`src/rtl/detector_ctrl_pkg.sv`:
```
// Shared types for the detector step controller: playback FSM states and the 2-bit {x,y} symbol.
package detector_ctrl_pkg;

  typedef enum logic [1:0] {
    IDLE  = 2'd0,
    ISSUE = 2'd1,
    WAIT  = 2'd2,
    DONE  = 2'd3
  } state_t;

  typedef struct packed {
    logic x;
    logic y;
  } sym_t;

  localparam sym_t SYM_RESET = 2'b00;
  localparam sym_t SYM_X     = 2'b10;
  localparam sym_t SYM_XY    = 2'b11;

endpackage

```
`src/rtl/detector_step_controller_if.sv`:
```
// Step/match handshake between the step controller (master) and the sequence detector (slave).
interface detector_step_controller_if;

  logic step_valid;
  logic step_x;
  logic step_y;
  logic det_match;

  modport master (
    output step_valid,
    output step_x,
    output step_y,
    input  det_match
  );

  modport slave (
    input  step_valid,
    input  step_x,
    input  step_y,
    output det_match
  );

endinterface

```
`src/rtl/button_debounce.sv`:
```
// Two-flop synchroniser plus stable-high counter; emits one press pulse per hold of a raw button.
module button_debounce #(
  parameter int DEBOUNCE_CYCLES = 500000
) (
  input  logic clk,
  input  logic reset,
  input  logic btn,
  output logic press
);

  localparam int CW = $clog2(DEBOUNCE_CYCLES + 1);

  logic           sync_p0;
  logic           sync_p1;
  logic [CW-1:0]  count;

  always_ff @(posedge clk) begin
    if (reset) begin
      sync_p0 <= 1'b0;
      sync_p1 <= 1'b0;
      count   <= '0;
    end else begin
      sync_p0 <= btn;
      sync_p1 <= sync_p0;
      // Any low sample restarts the stability window; saturation stops repeat pulses.
      if (!sync_p1)
        count <= '0;
      else if (count != CW'(DEBOUNCE_CYCLES))
        count <= count + 1'b1;
    end
  end

  assign press = sync_p1 && (count == CW'(DEBOUNCE_CYCLES - 1));

endmodule

```
`src/rtl/detector_step_controller.sv`:
```
// Replays a loaded (x,y) symbol buffer to the sequence detector as paced step strobes and counts matches.
// Optional: define CONTINUOUS_LOOP_EN to wrap playback indefinitely instead of stopping in DONE.
module detector_step_controller
  import detector_ctrl_pkg::*;
#(
  parameter int DEPTH           = 8,
  parameter int DEBOUNCE_CYCLES = 500000,
  parameter int STEP_INTERVAL   = 4,
  parameter int CNT_W           = 8
) (
  input  logic                     clk,
  input  logic                     reset,
  input  logic                     sw_x,
  input  logic                     sw_y,
  input  logic                     btn_load,
  input  logic                     btn_run,
  input  logic                     btn_clear,
  detector_step_controller_if.master det,
  output logic [$clog2(DEPTH):0]   sym_count,
  output logic [CNT_W-1:0]         match_count,
  output logic                     busy,
  output logic                     done,
  output logic                     overflow
);

  localparam int PTR_W = $clog2(DEPTH);
  localparam int SC_W  = PTR_W + 1;
  localparam int TMR_W = $clog2(STEP_INTERVAL);

  logic load_p;
  logic run_p;
  logic clear_p;

  button_debounce #(.DEBOUNCE_CYCLES(DEBOUNCE_CYCLES)) u_db_load (
    .clk   (clk),
    .reset (reset),
    .btn   (btn_load),
    .press (load_p)
  );

  button_debounce #(.DEBOUNCE_CYCLES(DEBOUNCE_CYCLES)) u_db_run (
    .clk   (clk),
    .reset (reset),
    .btn   (btn_run),
    .press (run_p)
  );

  button_debounce #(.DEBOUNCE_CYCLES(DEBOUNCE_CYCLES)) u_db_clear (
    .clk   (clk),
    .reset (reset),
    .btn   (btn_clear),
    .press (clear_p)
  );

  // Switch synchroniser stages (data only, no reset)
  logic sw_x_p0, sw_x_p1;
  logic sw_y_p0, sw_y_p1;

  always_ff @(posedge clk) begin
    sw_x_p0 <= sw_x;
    sw_x_p1 <= sw_x_p0;
    sw_y_p0 <= sw_y;
    sw_y_p1 <= sw_y_p0;
  end

  sym_t sym_in;
  assign sym_in = '{x: sw_x_p1, y: sw_y_p1};

  sym_t sym_mem [DEPTH];

  state_t             state, state_nxt;
  logic [SC_W-1:0]    rd_ptr, rd_ptr_nxt;
  logic [TMR_W-1:0]   timer, timer_nxt;
  logic [SC_W-1:0]    sym_count_nxt;
  logic [CNT_W-1:0]   match_count_nxt;
  logic               overflow_nxt;
  logic               wr_en;
  logic               full;
  logic               last_sym;
  sym_t               cur_sym;

  assign full     = (sym_count == SC_W'(DEPTH));
  assign last_sym = ((rd_ptr + 1'b1) == sym_count);
  assign cur_sym  = sym_mem[rd_ptr[PTR_W-1:0]];

  always_ff @(posedge clk) begin
    if (wr_en)
      sym_mem[sym_count[PTR_W-1:0]] <= sym_in;
  end

  always_ff @(posedge clk) begin
    if (reset) begin
      state       <= IDLE;
      rd_ptr      <= '0;
      timer       <= '0;
      sym_count   <= '0;
      match_count <= '0;
      overflow    <= 1'b0;
    end else begin
      state       <= state_nxt;
      rd_ptr      <= rd_ptr_nxt;
      timer       <= timer_nxt;
      sym_count   <= sym_count_nxt;
      match_count <= match_count_nxt;
      overflow    <= overflow_nxt;
    end
  end

  always_comb begin
    state_nxt       = state;
    rd_ptr_nxt      = rd_ptr;
    timer_nxt       = timer;
    sym_count_nxt   = sym_count;
    match_count_nxt = match_count;
    overflow_nxt    = overflow;
    wr_en           = 1'b0;
    det.step_valid  = 1'b0;
    {det.step_x, det.step_y} = SYM_RESET;
    busy            = 1'b0;
    done            = 1'b0;

    unique case (state)
      IDLE, DONE: begin
        done = (state == DONE);
        // Clear outranks load, load outranks run; a load from DONE drops back to IDLE.
        if (clear_p) begin
          sym_count_nxt   = '0;
          overflow_nxt    = 1'b0;
          match_count_nxt = '0;
          state_nxt       = IDLE;
        end else if (load_p) begin
          state_nxt = IDLE;
          if (full) begin
            overflow_nxt = 1'b1;
          end else begin
            wr_en         = 1'b1;
            sym_count_nxt = sym_count + 1'b1;
          end
        end else if (run_p && (sym_count != '0)) begin
          match_count_nxt = '0;
          rd_ptr_nxt      = '0;
          state_nxt       = ISSUE;
        end
      end

      ISSUE: begin
        busy           = 1'b1;
        det.step_valid = 1'b1;
        {det.step_x, det.step_y} = cur_sym;
        timer_nxt      = '0;
        state_nxt      = run_p ? IDLE : WAIT;
      end

      WAIT: begin
        busy = 1'b1;
        if ((timer == '0) && det.det_match && (match_count != '1))
          match_count_nxt = match_count + 1'b1;
        timer_nxt = timer + 1'b1;
        if (run_p) begin
          state_nxt = IDLE;
        end else if (timer == TMR_W'(STEP_INTERVAL - 2)) begin
          if (last_sym) begin
`ifdef CONTINUOUS_LOOP_EN
            rd_ptr_nxt = '0;
            state_nxt  = ISSUE;
`else
            state_nxt  = DONE;
`endif
          end else begin
            rd_ptr_nxt = rd_ptr + 1'b1;
            state_nxt  = ISSUE;
          end
        end
      end

      default: state_nxt = IDLE;
    endcase
  end

endmodule

```
`src/flat_wrapper.sv`:
```
// flat-port wrapper written by rule: the top's interface ports become plain ports
module detector_step_controller_flat import detector_ctrl_pkg::*;
#(
  parameter int DEPTH           = 8,
  parameter int DEBOUNCE_CYCLES = 500000,
  parameter int STEP_INTERVAL   = 4,
  parameter int CNT_W           = 8
)
  (clk, reset, sw_x, sw_y, btn_load, btn_run, btn_clear, sym_count, match_count, busy, done, overflow, det_step_valid, det_step_x, det_step_y, det_det_match);
  detector_step_controller_if det_i ();
  input  logic clk;
  input  logic reset;
  input  logic sw_x;
  input  logic sw_y;
  input  logic btn_load;
  input  logic btn_run;
  input  logic btn_clear;
  output logic [$clog2(DEPTH):0] sym_count;
  output logic [CNT_W-1:0] match_count;
  output logic busy;
  output logic done;
  output logic overflow;
  output wire logic [$bits(det_i.step_valid)-1:0] det_step_valid;
  output wire logic [$bits(det_i.step_x)-1:0] det_step_x;
  output wire logic [$bits(det_i.step_y)-1:0] det_step_y;
  input wire logic [$bits(det_i.det_match)-1:0] det_det_match;
  assign det_step_valid = det_i.step_valid;
  assign det_step_x = det_i.step_x;
  assign det_step_y = det_i.step_y;
  assign det_i.det_match = det_det_match;
  detector_step_controller #(.DEPTH(DEPTH), .DEBOUNCE_CYCLES(DEBOUNCE_CYCLES), .STEP_INTERVAL(STEP_INTERVAL), .CNT_W(CNT_W)) u_core (.clk(clk), .reset(reset), .sw_x(sw_x), .sw_y(sw_y), .btn_load(btn_load), .btn_run(btn_run), .btn_clear(btn_clear), .det(det_i), .sym_count(sym_count), .match_count(match_count), .busy(busy), .done(done), .overflow(overflow));
endmodule
```
`config.mk`:
```
export PLATFORM = sky130hd
export DESIGN_NAME = detector_step_controller_flat
export DESIGN_NICKNAME = d
export VERILOG_FILES = /design/src/rtl/detector_ctrl_pkg.sv /design/src/rtl/detector_step_controller_if.sv /design/src/rtl/button_debounce.sv /design/src/rtl/detector_step_controller.sv /design/src/flat_wrapper.sv
export SDC_FILE = /design/constraint.sdc
export NUM_CORES = 1
export LEC_CHECK = 0
export CELL_PAD_IN_SITES_DETAIL_PLACEMENT = 1
export CELL_PAD_IN_SITES_GLOBAL_PLACEMENT = 1
export CORE_MARGIN = 4
export CORE_UTILIZATION = 47
export DETAILED_ROUTE_END_ITERATION = 8
export GPL_TIMING_DRIVEN = 0
export PLACE_DENSITY = 0.91
export SLEW_MARGIN = 20
export SYNTH_ARGS = -nofsm -noshare
export SYNTH_HDL_FRONTEND = slang
export SYNTH_SLANG_ARGS = --single-unit
export TNS_END_PERCENT = 100
```
`constraint.sdc`:
```
create_clock -name clk -period 2.45 [get_ports clk]
set_input_delay 0.245 -clock clk [delete_from_list [all_inputs] [get_ports clk]]
set_output_delay 0.245 -clock clk [all_outputs]
set_load 0.005 [all_outputs]
```
==> summary.md <==
| Metric | Value |
|---|---|
| Status | finished clean |
| Met3 usage | 4.96% |
| CP startpoint kind | flop |
| Fin nets | 609 |
| Die Height | 112 um |
| Worst Hold Class | input pin to flop |
| Post-synthesis sequential area ratio | 45.1% |
| Ports | 26 |
| Total grt overflow | 0 |
| CP max FO | 10 |
| Final Power | 3.05 mW |
| Finish-stage setup viols | 0 |
| Detailed Routing Iterations Pass 1 | 6 |
| Placed Cells | 707 |
| Area Growth Syn to Fin | 13.6% |
| Clk buf depth | 2 |
| DPL Wire Length | 9.88 mm |
| Total track usage | 21.6% |
| Post-Route Skew | 13.3 ps |
| # fillers | 1259 |
| Global-route track usage on met1 | 25.3% |
| Worst skew pair latency | 380 ps |
| Initial core utilization | 48.8% |
| Die Span X | 112 um |
| Crit. End Element | flop |
| Final Slew Violations | 0 |
| # DRC | 0 |
| CTS tree | yes |
| Slew headroom | 52.2% |
| Fmax | 0.414 GHz |
| Setup Crit Path Kind | flop to flop |
| Gate Count Post-Synth | 546 |
| Worst stage delay on the critical path | 470 ps |
| Worst EP arrival | 2670 ps |
| Pleak | 1.81 nW |
| Final wirelength | 13.5 mm |
| Syn Std Cell Area | 5100 sq um |
| Commonest non-fill, non-tap cells in the layout | 91 x dfxtp_1, 59 x nor2_1, 39 x nand2_1 |
| Rows | 37 |
| Asr flop ratio synth | 0% |
| Met2 Use GR | 38.1% |
| Largest net degree at the start of global routing | 16 |
| Final min period | 2420 ps |
| Vias | 4266 |
| Clock sink count | 107 |
| Drt via density | 5.87 |
| Syn Area/Cell | 9.35 sq um |
| Fin cells | 727 |
| Final hold slack | 305 ps |
| Post-route ant nets | 0 |
| Max Cap Viol | 0 |
| Syn Nets | 569 |
| Drt wl/cell | 18.6 um |
| Final hold vios | 0 |
| Clock slew seen by the registers of the worst setup and hold paths | 90 ps |
| Top FF cell, synth | dfxtp_1 |
| Count of flip-flops with a built-in enable after synthesis | 16 |
| Worst-Margin Slew | 711 ps |
| Core area | 10500 sq um |
| Antenna violations before repair | 0 |
| Iter 0 DRT Violations | 261 |
| Clock Tree Root | clkbuf_8 |
| Synth warnings | 0 |
| Gr busiest metal | met2 |
| Period Utilization, post-route | 98.6% |
| Share of cells above drive strength 1 | 8.80% |
| Pwr Density | 527 nW/um^2 |
| CTS Buf Count | 9 |
| Die footprint | 12600 sq um |
| Slowest cell on crit path | a2111o_1 |
| Peak supply drop | 0.406 mV |
| GP Congestion | 0.866 |
| RSZ-0062 raised after global routing | true |
| Synthesis-stage register bit count | 107 |
| # port buffers | 25 |
| CP required | 2700 ps |
| First-pass GRT wire length | 22.3 mm |
| Number of diodes | 0 |
| Commonest non-fill, non-tap cell in the layout | dfxtp_1 |
| H-tree depth | 3 |
| Critical-path cell list | ha_1 > and4_1 > and3b_2 > a2111o_1 > buf_4 > a221oi_4 > o32ai_2 |
| Vias in the first global route | 4534 |
| Synth unique cells | 63 |
-- cells by family (layout without fill, tap and decap cells) --
| group | count (synthesis) | after routing | synth area share [%] |
|---|---|---|---|
| and+or+nand+nor | 251 | 251 | 26.3 |
| AOI/OAI and AO/OA | 74 | 74 | 10.3 |
| xor gates and xnor gates | 50 | 50 | 8.58 |
| DFF | 107 | 107 | 45.1 |
| buffers and inverters | 38 | 83 | 2.87 |
| muxes | 11 | 11 | 3.14 |
| adders and majority gates | 15 | 15 | 3.68 |
-- metrics by stage --
step	utilization, %	worst slack, ps	setup TNS, ps	instance area [sq um]
floorplan	-	293	0	5100
global placement	52.8	-156	-1180	5530
detailed placement	52.8	-260	-3180	5530
CTS	54.5	6.49	0	5700
global route	55.4	-62.2	-372	5800
finish	55.4	33.7	0	5800
-- worst max-delay path: cells and delay by family (launching register included) --
kind,cells,cell delay (ps)
flops,1,370
fa+ha+maj,1,240
compound gates,3,910
simple gates,2,560
buf+inv,1,210
-- routing by layer --
metal | vias to the layer above | wire, um
met4 | 0 | 383
met1 | 2084 | 5560
met2 | 102 | 6990
met3 | 34 | 602
li1 | 2046 | -
met5 | - | 0
-- power breakdown --
part / switching (mW) / leakage, nW / internal (mW)
sequential: 0.0138 / 0.879 / 1.79
combinational: 0.187 / 0.852 / 0.117
clock: 0.576 / 0.0812 / 0.368
total: 0.776 / 1.81 / 2.28
-- cell usage after synthesis, types with 12 or more instances --
| cell | instances | area [sq um] |
|---|---|---|
| a21oi_1 | 18 | 90.1 |
| clkbuf_1 | 12 | 45.0 |
| dfxtp_1 | 91 | 1820 |
| edfxtp_1 | 16 | 480 |
| ha_1 | 15 | 188 |
| inv_1 | 22 | 82.6 |
| nand2_1 | 39 | 146 |
| nand3_1 | 35 | 175 |
| nand4_1 | 14 | 87.6 |
| nor2_1 | 65 | 244 |
| nor2b_1 | 13 | 81.3 |
| nor3_1 | 18 | 90.1 |
| o21ai_0 | 12 | 60.1 |
| xnor2_1 | 29 | 254 |
| xor2_1 | 21 | 184 |
-- flip-flops by register name, indices dropped and copies added, names as in the netlist, 2 cells and up, named ones only --
name	flops
u_core.timer	2
u_core.match_count	8
u_core.sym_mem	16
u_core.u_db_load.count	19
u_core.rd_ptr	4
u_core.state	2
u_core.u_db_clear.count	19
u_core.sym_count	4
u_core.u_db_run.count	19
-- path summary, 6_finish.rpt --
kind / cells past startpoint / slack [ps] / startpoint / endpoint
setup / recovery: 7 / 30 / u_core.u_db_load.count[1] / u_core.match_count[2]
hold / removal: 1 / 300 / sw_x / u_core.sw_x_p0
hold reg to reg: 0 / 340 / u_core.sw_y_p0 / u_core.sw_y_p1
setup reg to reg: 7 / 30 / u_core.u_db_load.count[1] / u_core.match_count[2]
-- timing repair --
action,in CTS,in global routing
pin swaps,1,2
hold buffers,0,0
endpoints found under the hold margin,0,0
endpoints found under the setup margin,20,29
buffers inserted,1,3
gates cloned,0,0
resized for setup,6,20
-- final cells by class --
cell class	count	area [sq um]	area share [%]
multi-input combinational	401	2740	47.2
sequential	107	2300	39.7
timing repair buffer	29	280	4.83
tap	136	170	2.93
clock buffer	13	139	2.39
inverter	24	93.8	1.62
buffer	14	61.3	1.06
clock inverter	3	15.0	0.259
Power figures use the tool's default switching activity.
